[src/rtl/fetch_pkg.sv]
// Shared types and default widths for the instruction-fetch queue.
// fetch_entry_t is the {pc, instr} pair buffered between ROM and decode.
package fetch_pkg;

  localparam int ADDR_W_DEF  = 32;
  localparam int INSTR_W_DEF = 32;
  localparam int DEPTH_DEF   = 4;
  localparam int INSTR_BYTES = 4;

  typedef struct packed {
    logic [ADDR_W_DEF-1:0]  pc;
    logic [INSTR_W_DEF-1:0] instr;
  } fetch_entry_t;

endpackage

[src/rtl/fetch_fifo.sv]
// Circular buffer of DEPTH entries with push/pop/flush; head registered, 1-cycle push-to-head latency.
// Push and pop may coincide at any occupancy; flush empties the buffer at the next edge.
module fetch_fifo
  import fetch_pkg::*;
#(
  parameter int  DEPTH   = DEPTH_DEF,
  parameter type entry_t = fetch_entry_t,
  localparam int PW      = $clog2(DEPTH),
  localparam int CW      = PW + 1
) (
  input  logic          clk,
  input  logic          rstn,
  input  logic          flush_i,
  input  logic          push_i,
  input  entry_t        push_dat_i,
  input  logic          pop_i,
  output entry_t        head_o,
  output logic [CW-1:0] count_o,
  output logic          full_o,
  output logic          empty_o
);

  entry_t        mem_q [DEPTH];
  logic [PW-1:0] rd_ptr_q, rd_ptr_d;
  logic [PW-1:0] wr_ptr_q, wr_ptr_d;
  logic [CW-1:0] count_q, count_d;
  logic          do_push, do_pop;

  always_comb begin
    full_o   = (count_q == CW'(DEPTH));
    empty_o  = (count_q == '0);
    count_o  = count_q;
    head_o   = mem_q[rd_ptr_q];
    do_pop   = pop_i && !empty_o;
    do_push  = push_i && (!full_o || do_pop);
    rd_ptr_d = rd_ptr_q;
    wr_ptr_d = wr_ptr_q;
    count_d  = count_q;
    if (flush_i) begin
      rd_ptr_d = '0;
      wr_ptr_d = '0;
      count_d  = '0;
    end else begin
      if (do_push) wr_ptr_d = wr_ptr_q + PW'(1);
      if (do_pop)  rd_ptr_d = rd_ptr_q + PW'(1);
      count_d = count_q + CW'(do_push) - CW'(do_pop);
    end
  end

  always_ff @(posedge clk) begin
    if (!rstn) begin
      rd_ptr_q <= '0;
      wr_ptr_q <= '0;
      count_q  <= '0;
    end else begin
      rd_ptr_q <= rd_ptr_d;
      wr_ptr_q <= wr_ptr_d;
      count_q  <= count_d;
    end
  end

  // Payload storage needs no reset: count gates every read.
  always_ff @(posedge clk) begin
    if (do_push && !flush_i) mem_q[wr_ptr_q] <= push_dat_i;
  end

endmodule

[src/rtl/fetch_queue.sv]
// Decoupled fetch: credit-limited sequential ROM reads into a FIFO, handshaked to decode; redirect flushes.
// Optional FETCH_BYPASS_EN presents a response straight to decode when the FIFO is empty.
module fetch_queue
  import fetch_pkg::*;
#(
  parameter int               ADDR_W   = ADDR_W_DEF,
  parameter int               INSTR_W  = INSTR_W_DEF,
  parameter int               DEPTH    = DEPTH_DEF,
  parameter logic [ADDR_W-1:0] RESET_PC = '0
) (
  input  logic               clk,
  input  logic               rstn,
  input  logic               redirect,
  input  logic [ADDR_W-1:0]  redirect_pc,
  output logic               rom_en,
  output logic [ADDR_W-1:0]  rom_addr,
  input  logic [INSTR_W-1:0] rom_data,
  output logic               out_valid,
  input  logic               out_ready,
  output logic [ADDR_W-1:0]  out_pc,
  output logic [ADDR_W-1:0]  out_pc_n,
  output logic [INSTR_W-1:0] out_instr
);

  localparam int CW = $clog2(DEPTH) + 1;

  typedef struct packed {
    logic [ADDR_W-1:0]  pc;
    logic [INSTR_W-1:0] instr;
  } entry_t;

  logic [ADDR_W-1:0] fetch_pc_q, fetch_pc_d;
  logic              pend_q, pend_d;
  logic [ADDR_W-1:0] pend_pc_q, pend_pc_d;
  logic              pend_kill_q, pend_kill_d;

  entry_t        fifo_head, resp_ent, out_ent;
  logic [CW-1:0] fifo_count, occ;
  logic          fifo_full, fifo_empty;
  logic          issue, resp_vld, bypass, push, pop;

  always_comb begin
    // A same-cycle pop is deliberately not credited back to the issue check.
    occ            = fifo_count + CW'(pend_q);
    issue          = rstn && !redirect && (occ < CW'(DEPTH));
    resp_vld       = pend_q && !pend_kill_q && !redirect;
    resp_ent.pc    = pend_pc_q;
    resp_ent.instr = rom_data;
`ifdef FETCH_BYPASS_EN
    bypass  = fifo_empty && resp_vld;
    out_ent = bypass ? resp_ent : fifo_head;
`else
    bypass  = 1'b0;
    out_ent = fifo_head;
`endif
    out_valid = rstn && !redirect && (bypass || !fifo_empty);
    pop       = out_valid && out_ready && !fifo_empty;
    push      = resp_vld && !(bypass && out_ready);

    rom_en    = issue;
    rom_addr  = fetch_pc_q;
    out_pc    = out_ent.pc;
    out_pc_n  = out_ent.pc + ADDR_W'(INSTR_BYTES);
    out_instr = out_ent.instr;

    pend_d      = issue;
    pend_pc_d   = issue ? fetch_pc_q : pend_pc_q;
    pend_kill_d = redirect && pend_q;
    fetch_pc_d  = fetch_pc_q;
    if (redirect)   fetch_pc_d = redirect_pc;
    else if (issue) fetch_pc_d = fetch_pc_q + ADDR_W'(INSTR_BYTES);
  end

  always_ff @(posedge clk) begin
    if (!rstn) begin
      fetch_pc_q  <= RESET_PC;
      pend_q      <= 1'b0;
      pend_pc_q   <= RESET_PC;
      pend_kill_q <= 1'b0;
    end else begin
      fetch_pc_q  <= fetch_pc_d;
      pend_q      <= pend_d;
      pend_pc_q   <= pend_pc_d;
      pend_kill_q <= pend_kill_d;
    end
  end

  fetch_fifo #(
    .DEPTH   (DEPTH),
    .entry_t (entry_t)
  ) u_fifo (
    .clk        (clk),
    .rstn       (rstn),
    .flush_i    (redirect),
    .push_i     (push),
    .push_dat_i (resp_ent),
    .pop_i      (pop),
    .head_o     (fifo_head),
    .count_o    (fifo_count),
    .full_o     (fifo_full),
    .empty_o    (fifo_empty)
  );

  always_ff @(posedge clk) begin
    if (rstn && !redirect) assert (!(push && fifo_full && !pop));
  end

endmodule

[config.mk]
export PLATFORM = sky130hd
export DESIGN_NAME = fetch_queue
export DESIGN_NICKNAME = d
export VERILOG_FILES = /design/src/rtl/fetch_pkg.sv /design/src/rtl/fetch_fifo.sv /design/src/rtl/fetch_queue.sv
export SDC_FILE = /design/constraint.sdc
export NUM_CORES = 1
export LEC_CHECK = 0
export CAP_MARGIN = 20
export CORE_MARGIN = 3
export CORE_UTILIZATION = 45
export CTS_BUF_LIST = sky130_fd_sc_hd__clkbuf_8
export DETAILED_ROUTE_END_ITERATION = 12
export DONT_BUFFER_PORTS = 1
export PLACE_DENSITY_LB_ADDON = 0.3
export REMOVE_ABC_BUFFERS = 1
export SLEW_MARGIN = 25
export SYNTH_ARGS = -nofsm -noshare
export SYNTH_HDL_FRONTEND = slang
export SYNTH_SLANG_ARGS = --single-unit
export TNS_END_PERCENT = 1
[constraint.sdc]
create_clock -name clk -period 3.47 [get_ports clk]
set_input_delay 0.5205 -clock clk [delete_from_list [all_inputs] [get_ports clk]]
set_output_delay 0.5205 -clock clk [all_outputs]
set_load 0.02 [all_outputs]
==> metrics.md, run 1 <==
| Metric | Value |
|---|---|
| Num CTS Buffers | 51 |
| Clock Sinks | 331 |
| Htree depth | 2 |
| I/O Buffers | 0 |
| Setup WS pre-CTS | 224 ps |
| CTS tree | done |
| Die height | 178 µm |
| Fillcell total | 2334 |
| Crit. End Element | output pin |
| Slowest CP cell | mux4_2 |
| Pin count of the biggest net entering global routing | 40 |
| Share of cells above drive strength 1 | 0.225 |
| Die ar. | 31700 µm² |
| Clock skew | slightly above 30 ps |
| Later-pin clock latency in the skew report | 570 ps |
| Seq/Total Area, Yosys | 0.690 |
| Leakage | 0.00520 µW |
| Chip width | 178 µm |
| Initial DRC count | 445 |
| Vias | around 7.6k |
| Maximum clock frequency | 295 MHz |
| PD cells | 490 nW/µm² |
| GRT overflow | 0 |
| Max Buffers Root-to-Sink | 3 |
| Vias in the first global route | 7674 |
| Netlist cell types | 54 |
| Type of the worst setup path | register to output pin |
| Wire per inst | 22.0 µm |
| Min-Delay Path Class | input pin to register |
| Util after Layout | 0.532 |
| Setup WS post-layout | about 81 ps |
| Drt pass-1 iters | 5 |
| Startpoint types | register |
| Antenna violations before repair | 0 |
| Worst Path Required | 2950 ps |
| Post-synth EDFFs | 256 |
| Mean Syn Cell Area | between 15 and 20 µm² |
| Critical Path Max Stage Delay | ~520 ps |
| Final min period | ~3400 ps |
| Mapped Area | 13300 µm² |
| Vias per cell | 5.59 |
| VDD IR max | 245 µV |
| Number of cells produced by synthesis | roughly 840 |
| Final Max Tran Viols | 0 |
| Layout area overhead | 15.6% |
| DRC | 0 |
| Core box area | 28900 µm² |
| Ys Warns | 0 |
| Diodes inserted | 0 |
| Final hold vios | 0 |
| Rows | 62 |
| GP Congestion | 0.770 |
| Max FO, Critical Path | 7 |
| Global-route wire length before repair | 45.2 mm |
| Arrival time worst endpoint | 2870 ps |
| Initial cell density of the core | 0.460 |
| Clock Pin Slew Worst Setup and Hold Paths | 60 ps |
| Headroom to the max-slew limit | 0.347 |
| Worst-path cell chain | buf_8 -> buf_16 -> mux4_2 -> nand4_4 -> and4bb_4 -> nand4_1 -> xnor2_1 -> buf_4 |
| Net count, final | 1013 |
| Routed WL | 30.0 mm |
| Ys async rst share | 0 |
| Gr usage total | 0.186 |
| Main flop type after synthesis | edfxtp_1 |
| Unrepaired setup endpoints after global routing | true |
| Worst slew pin tran | around 970 ps |
| Number of synthesized register bits | 331 |
| Final period util | 0.977 |
| I/O pin count | 198 |
| Hpwl dp | 19.7 mm |
| Max Cap Viol | 0 |
| Detail Route Antenna Nets | 0 |
| Final setup vio count | 0 |
| Outcome | finished clean |
| CTS root buf | clkbuf_8 |
[stage by stage]
stage	power (µW)	hold slack (ps)	instances	cell area, µm²	setup TNS (ps)
after floorplan	4640	460	796	13100	-68260
after global placement	4730	479	1238	14100	0
after detailed placement	4730	500	1238	14100	0
after CTS	7630	0.248	1354	15300	-24.6
after global routing	7840	9.88	1362	15400	-73.7
final	7550	50.6	1362	15400	0
[state kept, by name, indices dropped and copies added (netlist names), named ones only]
register,count
u_fifo.rd_ptr_q,2
rom_addr,32
u_fifo.wr_ptr_q,2
u_fifo.count_o,3
u_fifo.mem_q,256
pend_kill_q,1
pend_q,1
pend_pc_q,32
[cell usage after synthesis (3+ instances only)]
cell type | number | area share
xor2_1 | 17 | 0.011
buf_4 | 4 | 0.0023
nor4_1 | 8 | 0.0038
mux2i_1 | 3 | 0.0023
ha_1 | 8 | 0.0075
mux4_1 | 12 | 0.024
and4_1 | 8 | 0.0053
o21ai_0 | 10 | 0.0038
buf_1 | 7 | 0.0020
a211oi_1 | 9 | 0.0051
o311ai_0 | 5 | 0.0033
nor3b_1 | 3 | 0.0017
dfxtp_1 | 75 | 0.11
nor2b_1 | 3 | 0.0014
mux4_2 | 52 | 0.088
o31ai_1 | 3 | 0.0017
a21oi_1 | 42 | 0.016
buf_6 | 3 | 0.0025
inv_1 | 12 | 0.0034
a311oi_1 | 4 | 0.0026
nand2_1 | 98 | 0.028
nor3_1 | 7 | 0.0026
a31oi_1 | 7 | 0.0033
edfxtp_1 | 256 | 0.58
and3_1 | 16 | 0.0075
and2_1 | 10 | 0.0047
or3_1 | 6 | 0.0028
nor2_1 | 27 | 0.0076
o211a_1 | 3 | 0.0023
clkbuf_1 | 22 | 0.0062
xnor2_1 | 30 | 0.020
nand3_1 | 16 | 0.0060
nand4_1 | 20 | 0.0094
buf_2 | 5 | 0.0019
[kinds of logic (layout without fill, tap and decap cells)]
logic type / after synthesis / in the layout / synth area share
compound gates: 88 / 88 / 0.0407
simple gates: 238 / 238 / 0.0922
fa+ha+maj: 9 / 9 / 0.00902
mux: 69 / 69 / 0.116
buf+inv: 57 / 196 / 0.0218
xor+xnor: 47 / 47 / 0.0309
flops: 331 / 331 / 0.690
[layout make-up]
| type | count | area, µm² | share of cell area |
|---|---|---|---|
| inverters | 14 | 52.6 | 0.00341 |
| flip-flops and latches | 331 | 9200 | 0.597 |
| well taps | 384 | 480 | 0.0312 |
| repair buffers | 87 | 872 | 0.0566 |
| clock inverters | 42 | 191 | 0.0124 |
| clock buffers | 53 | 729 | 0.0474 |
| multi-input cells | 451 | 3880 | 0.252 |
[what timing repair did]
| item | CTS | global route |
|---|---|---|
| pin swaps | 0 | 5 |
| resized for setup | 13 | 9 |
| setup buffers | 4 | 6 |
| setup endpoints to repair | 18 | 13 |
| gates cloned | 1 | 2 |
| endpoints found under the hold margin | 53 | 0 |
| hold buffers | 16 | 0 |
[placed cells by master, fill, tap and decap left out, types with 9 or more instances in the layout]
master         count
edfxtp_1         256
nand2_1           98
dfxtp_1           73
buf_4             58
mux4_2            55
clkbuf_8          53
a21oi_1           42
inv_1             30
xnor2_1           30
nor2_1            26
nand4_1           20
xor2_1            17
nand3_1           16
dlygate4sd3_1     16
and3_1            15
clkinv_2          12
clkinv_1          10
o21ai_0           10
mux4_1             9
a211oi_1           9
[path summary, 6_finish.rpt]
kind              slack [ps]                       endpoint                         start  cells after the start
setup reg to reg         910   u_fifo.count_o[2]$_SDFF_PP0_  u_fifo.count_o[2]$_SDFF_PP0_                     10
hold reg to reg          510      pend_pc_q[6]$_SDFFE_PN0P_     pend_pc_q[6]$_SDFFE_PN0P_                      2
hold / removal            50  u_fifo.mem_q[2][30]$_DFFE_PP_                  rom_data[30]                      0
setup / recovery          80                   out_pc_n[31]                      register                      8
[routing by layer]
layer	vias to the layer above	part of all wire	GRT usage
li1	3468	-	-
met1	3801	0.42	0.249
met2	302	0.47	0.297
met3	39	0.098	0.0641
met4	0	0.013	0.0429
met5	-	0	0
[report_power, final]
part | internal [µW] | leakage (µW) | switching, µW
registers | 4310 | 0.00306 | 99.3
logic | 96.9 | 0.00159 | 160
clock network | 1430 | 0.000554 | 1450
[worst max-delay path, delay by kind of cell (launching register included)]
family	cells	cell delay, ps
and+or+nand+nor	3	750
muxes	1	520
buffers and inverters	3	460
DFF	1	390
xor gates and xnor gates	1	190
Note: power is estimated with default switching activity, not from simulation.
==> run 2: changes to the inputs <==
--- a/config.mk
+++ b/config.mk
@@ -5,9 +5,9 @@
 export SDC_FILE = /design/constraint.sdc
 export NUM_CORES = 1
 export LEC_CHECK = 0
-export CAP_MARGIN = 20
+export CAP_MARGIN = 10
 export CORE_MARGIN = 3
-export CORE_UTILIZATION = 45
+export CORE_UTILIZATION = 56
 export CTS_BUF_LIST = sky130_fd_sc_hd__clkbuf_8
 export DETAILED_ROUTE_END_ITERATION = 12
 export DONT_BUFFER_PORTS = 1
==> metrics.md, run 2 (synthesis results as in run 1) <==
| Metric | Value |
|---|---|
| Setup WS pre-CTS | 229 ps |
| Clock Pin Slew Worst Setup and Hold Paths | 60 ps |
| Unrepaired setup endpoints after global routing | true |
| Headroom to the max-slew limit | 0.457 |
| Fillcell total | 1611 |
| Leakage | roughly 0.0050 µW |
| Rows | 55 |
| Startpoint types | register |
| Wire per inst | ~23 µm |
| GP Congestion | 0.886 |
| Multi-input gate area | 3890 µm² |
| Flip-flop count of the largest register after layout | 256 |
| Routed WL | 28.6 mm |
| Leading cell types in the layout, fill and taps excluded | edfxtp_1, nand2_1, dfxtp_1 |
| Core box area | ~23000 µm² |
| Later-pin clock latency in the skew report | 560 ps |
| Global-route wire length before repair | ~44 mm |
| Final hold vios | 0 |
| Net count, final | 983 |
| HP Start | rom_data[30] |
| Pin count of the biggest net entering global routing | 40 |
| Hold WS | 63.9 ps |
| Final setup vio count | 0 |
| Maximum clock frequency | between 200 and 300 MHz |
| VDD IR max | 302 µV |
| I/O Buffers | 0 |
| Min-Delay Path Class | input pin to register |
| Post-Route Setup TNS | 0 ps |
| Worst slew pin tran | between 800 and 900 ps |
| Die height | ~160 µm |
| CTS root buf | clkbuf_8 |
| GRT overflow | 0 |
| Max FO, Critical Path | 9 |
| Post-CTS Hold Buffers | 0 |
| Slowest CP cell | mux4_2 |
| Clock Sinks | 331 |
| Vias per cell | 6.05 |
| Antenna violations before repair | 0 |
| Clock skew | approximately 15 ps |
| Hold path depth | 0 |
| Vias in the first global route | 7769 |
| Largest register by flop count | u_fifo.mem_q |
| Chip width | 160 µm |
| Critical Path Max Stage Delay | 630 ps |
| Final Max Tran Viols | 0 |
| Htree depth | 2 |
| Vias | 7610 |
| Most common cell after layout, fill and taps aside | edfxtp_1 |
| Layout area overhead | 12.7% |
| Storage cell area | about 9200 µm² |
| Type of the worst setup path | register to output pin |
| Initial cell density of the core | 0.580 |
| I/O pin count | 198 |
| Gr usage total | 0.220 |
| Setup WS post-layout | 23.0 ps |
| Max Buffers Root-to-Sink | 3 |
| Total chip power | ~7500 µW |
| Diodes inserted | 0 |
| Worst-path cell chain | buf_12 -> mux4_2 -> ha_4 -> and3_4 -> and3_4 -> and3_1 -> xor2_2 -> buf_4 |
| Die ar. | roughly 26000 µm² |
| Hpwl dp | ~19 mm |
| Outcome | finished clean |
| Max Cap Viol | 0 |
| Worst Path Required | 2950 ps |
| Arrival time worst endpoint | a little under 3000 ps |
| Final min period | 3450 ps |
| Share of cells above drive strength 1 | 0.211 |
| Worst R2R Path Depth | 10 |
| Final period util | 0.993 |
| DRC | 0 |
| Util after Layout | 0.653 |
| Drt pass-1 iters | 5 |
| PD cells | about 500 nW/µm² |
| Detail Route Antenna Nets | 0 |
| Num CTS Buffers | 50 |
| CTS tree | done |
| Critical path's most frequent cell | and3_4 |
| Crit. End Element | output pin |
| RR Startpoint | u_fifo.count_o[2]$_SDFF_PP0_ |
| Initial DRC count | 605 |
-- run 2: changes by cell type in the layout (fill, tap and decap cells not counted), moves of 3 or more --
cell           change
clkinv_2           -7
dlygate4sd3_1     -16
buf_4             -11
clkinv_1           +4
clkbuf_8           +3
-- run 2: final cells by class --
cell class              instances  share of cell area
well taps                     313              0.0261
multi-input cells             451               0.259
clock inverters                34             0.00917
inverters                      14             0.00350
repair buffers                 58              0.0380
clock buffers                  56              0.0514
flip-flops and latches        331               0.613
-- run 2: power breakdown --
| group | total [µW] | internal, µW | switching, µW |
|---|---|---|---|
| clock network | 2860 | 1470 | 1390 |
| logic | 235 | 84.1 | 150 |
| registers | 4410 | 4310 | 100 |
-- run 2: critical path, delay by kind of cell, from the launching register on --
| family | cells | cell delay (ps) |
|---|---|---|
| simple gates | 3 | 590 |
| fa+ha+maj | 1 | 230 |
| buf+inv | 2 | 300 |
| mux | 1 | 630 |
| xor+xnor | 1 | 180 |
| flops | 1 | 420 |
-- run 2: what timing repair did --
action	in CTS	in global routing
resized for setup	10	5
pin swaps	0	0
buffers inserted	5	2
setup endpoints to repair	18	7
gates cloned	1	0
-- run 2: stage by stage --
step                cell area [µm²]  cells
floorplan                     13100    796
global placement              14000   1159
detailed placement            14000   1159
CTS                           15000   1255
global route                  15000   1257
finish                        15000   1257
-- run 2: layer usage --
layer | share of wire | vias up | global-route usage
met5 | 0 | - | 0
met4 | 0.028 | 0 | 0.0750
met3 | 0.096 | 48 | 0.0667
met2 | 0.48 | 345 | 0.353
met1 | 0.39 | 3809 | 0.290
li1 | - | 3408 | -
-- run 2: worst paths after layout --
kind	endpoint	slack, ps
max	out_pc_n[16]	20
max reg2reg	u_fifo.count_o[2]$_SDFF_PP0_	980
min	u_fifo.mem_q[2][30]$_DFFE_PP_	60
min reg2reg	pend_pc_q[6]$_SDFFE_PN0P_	500
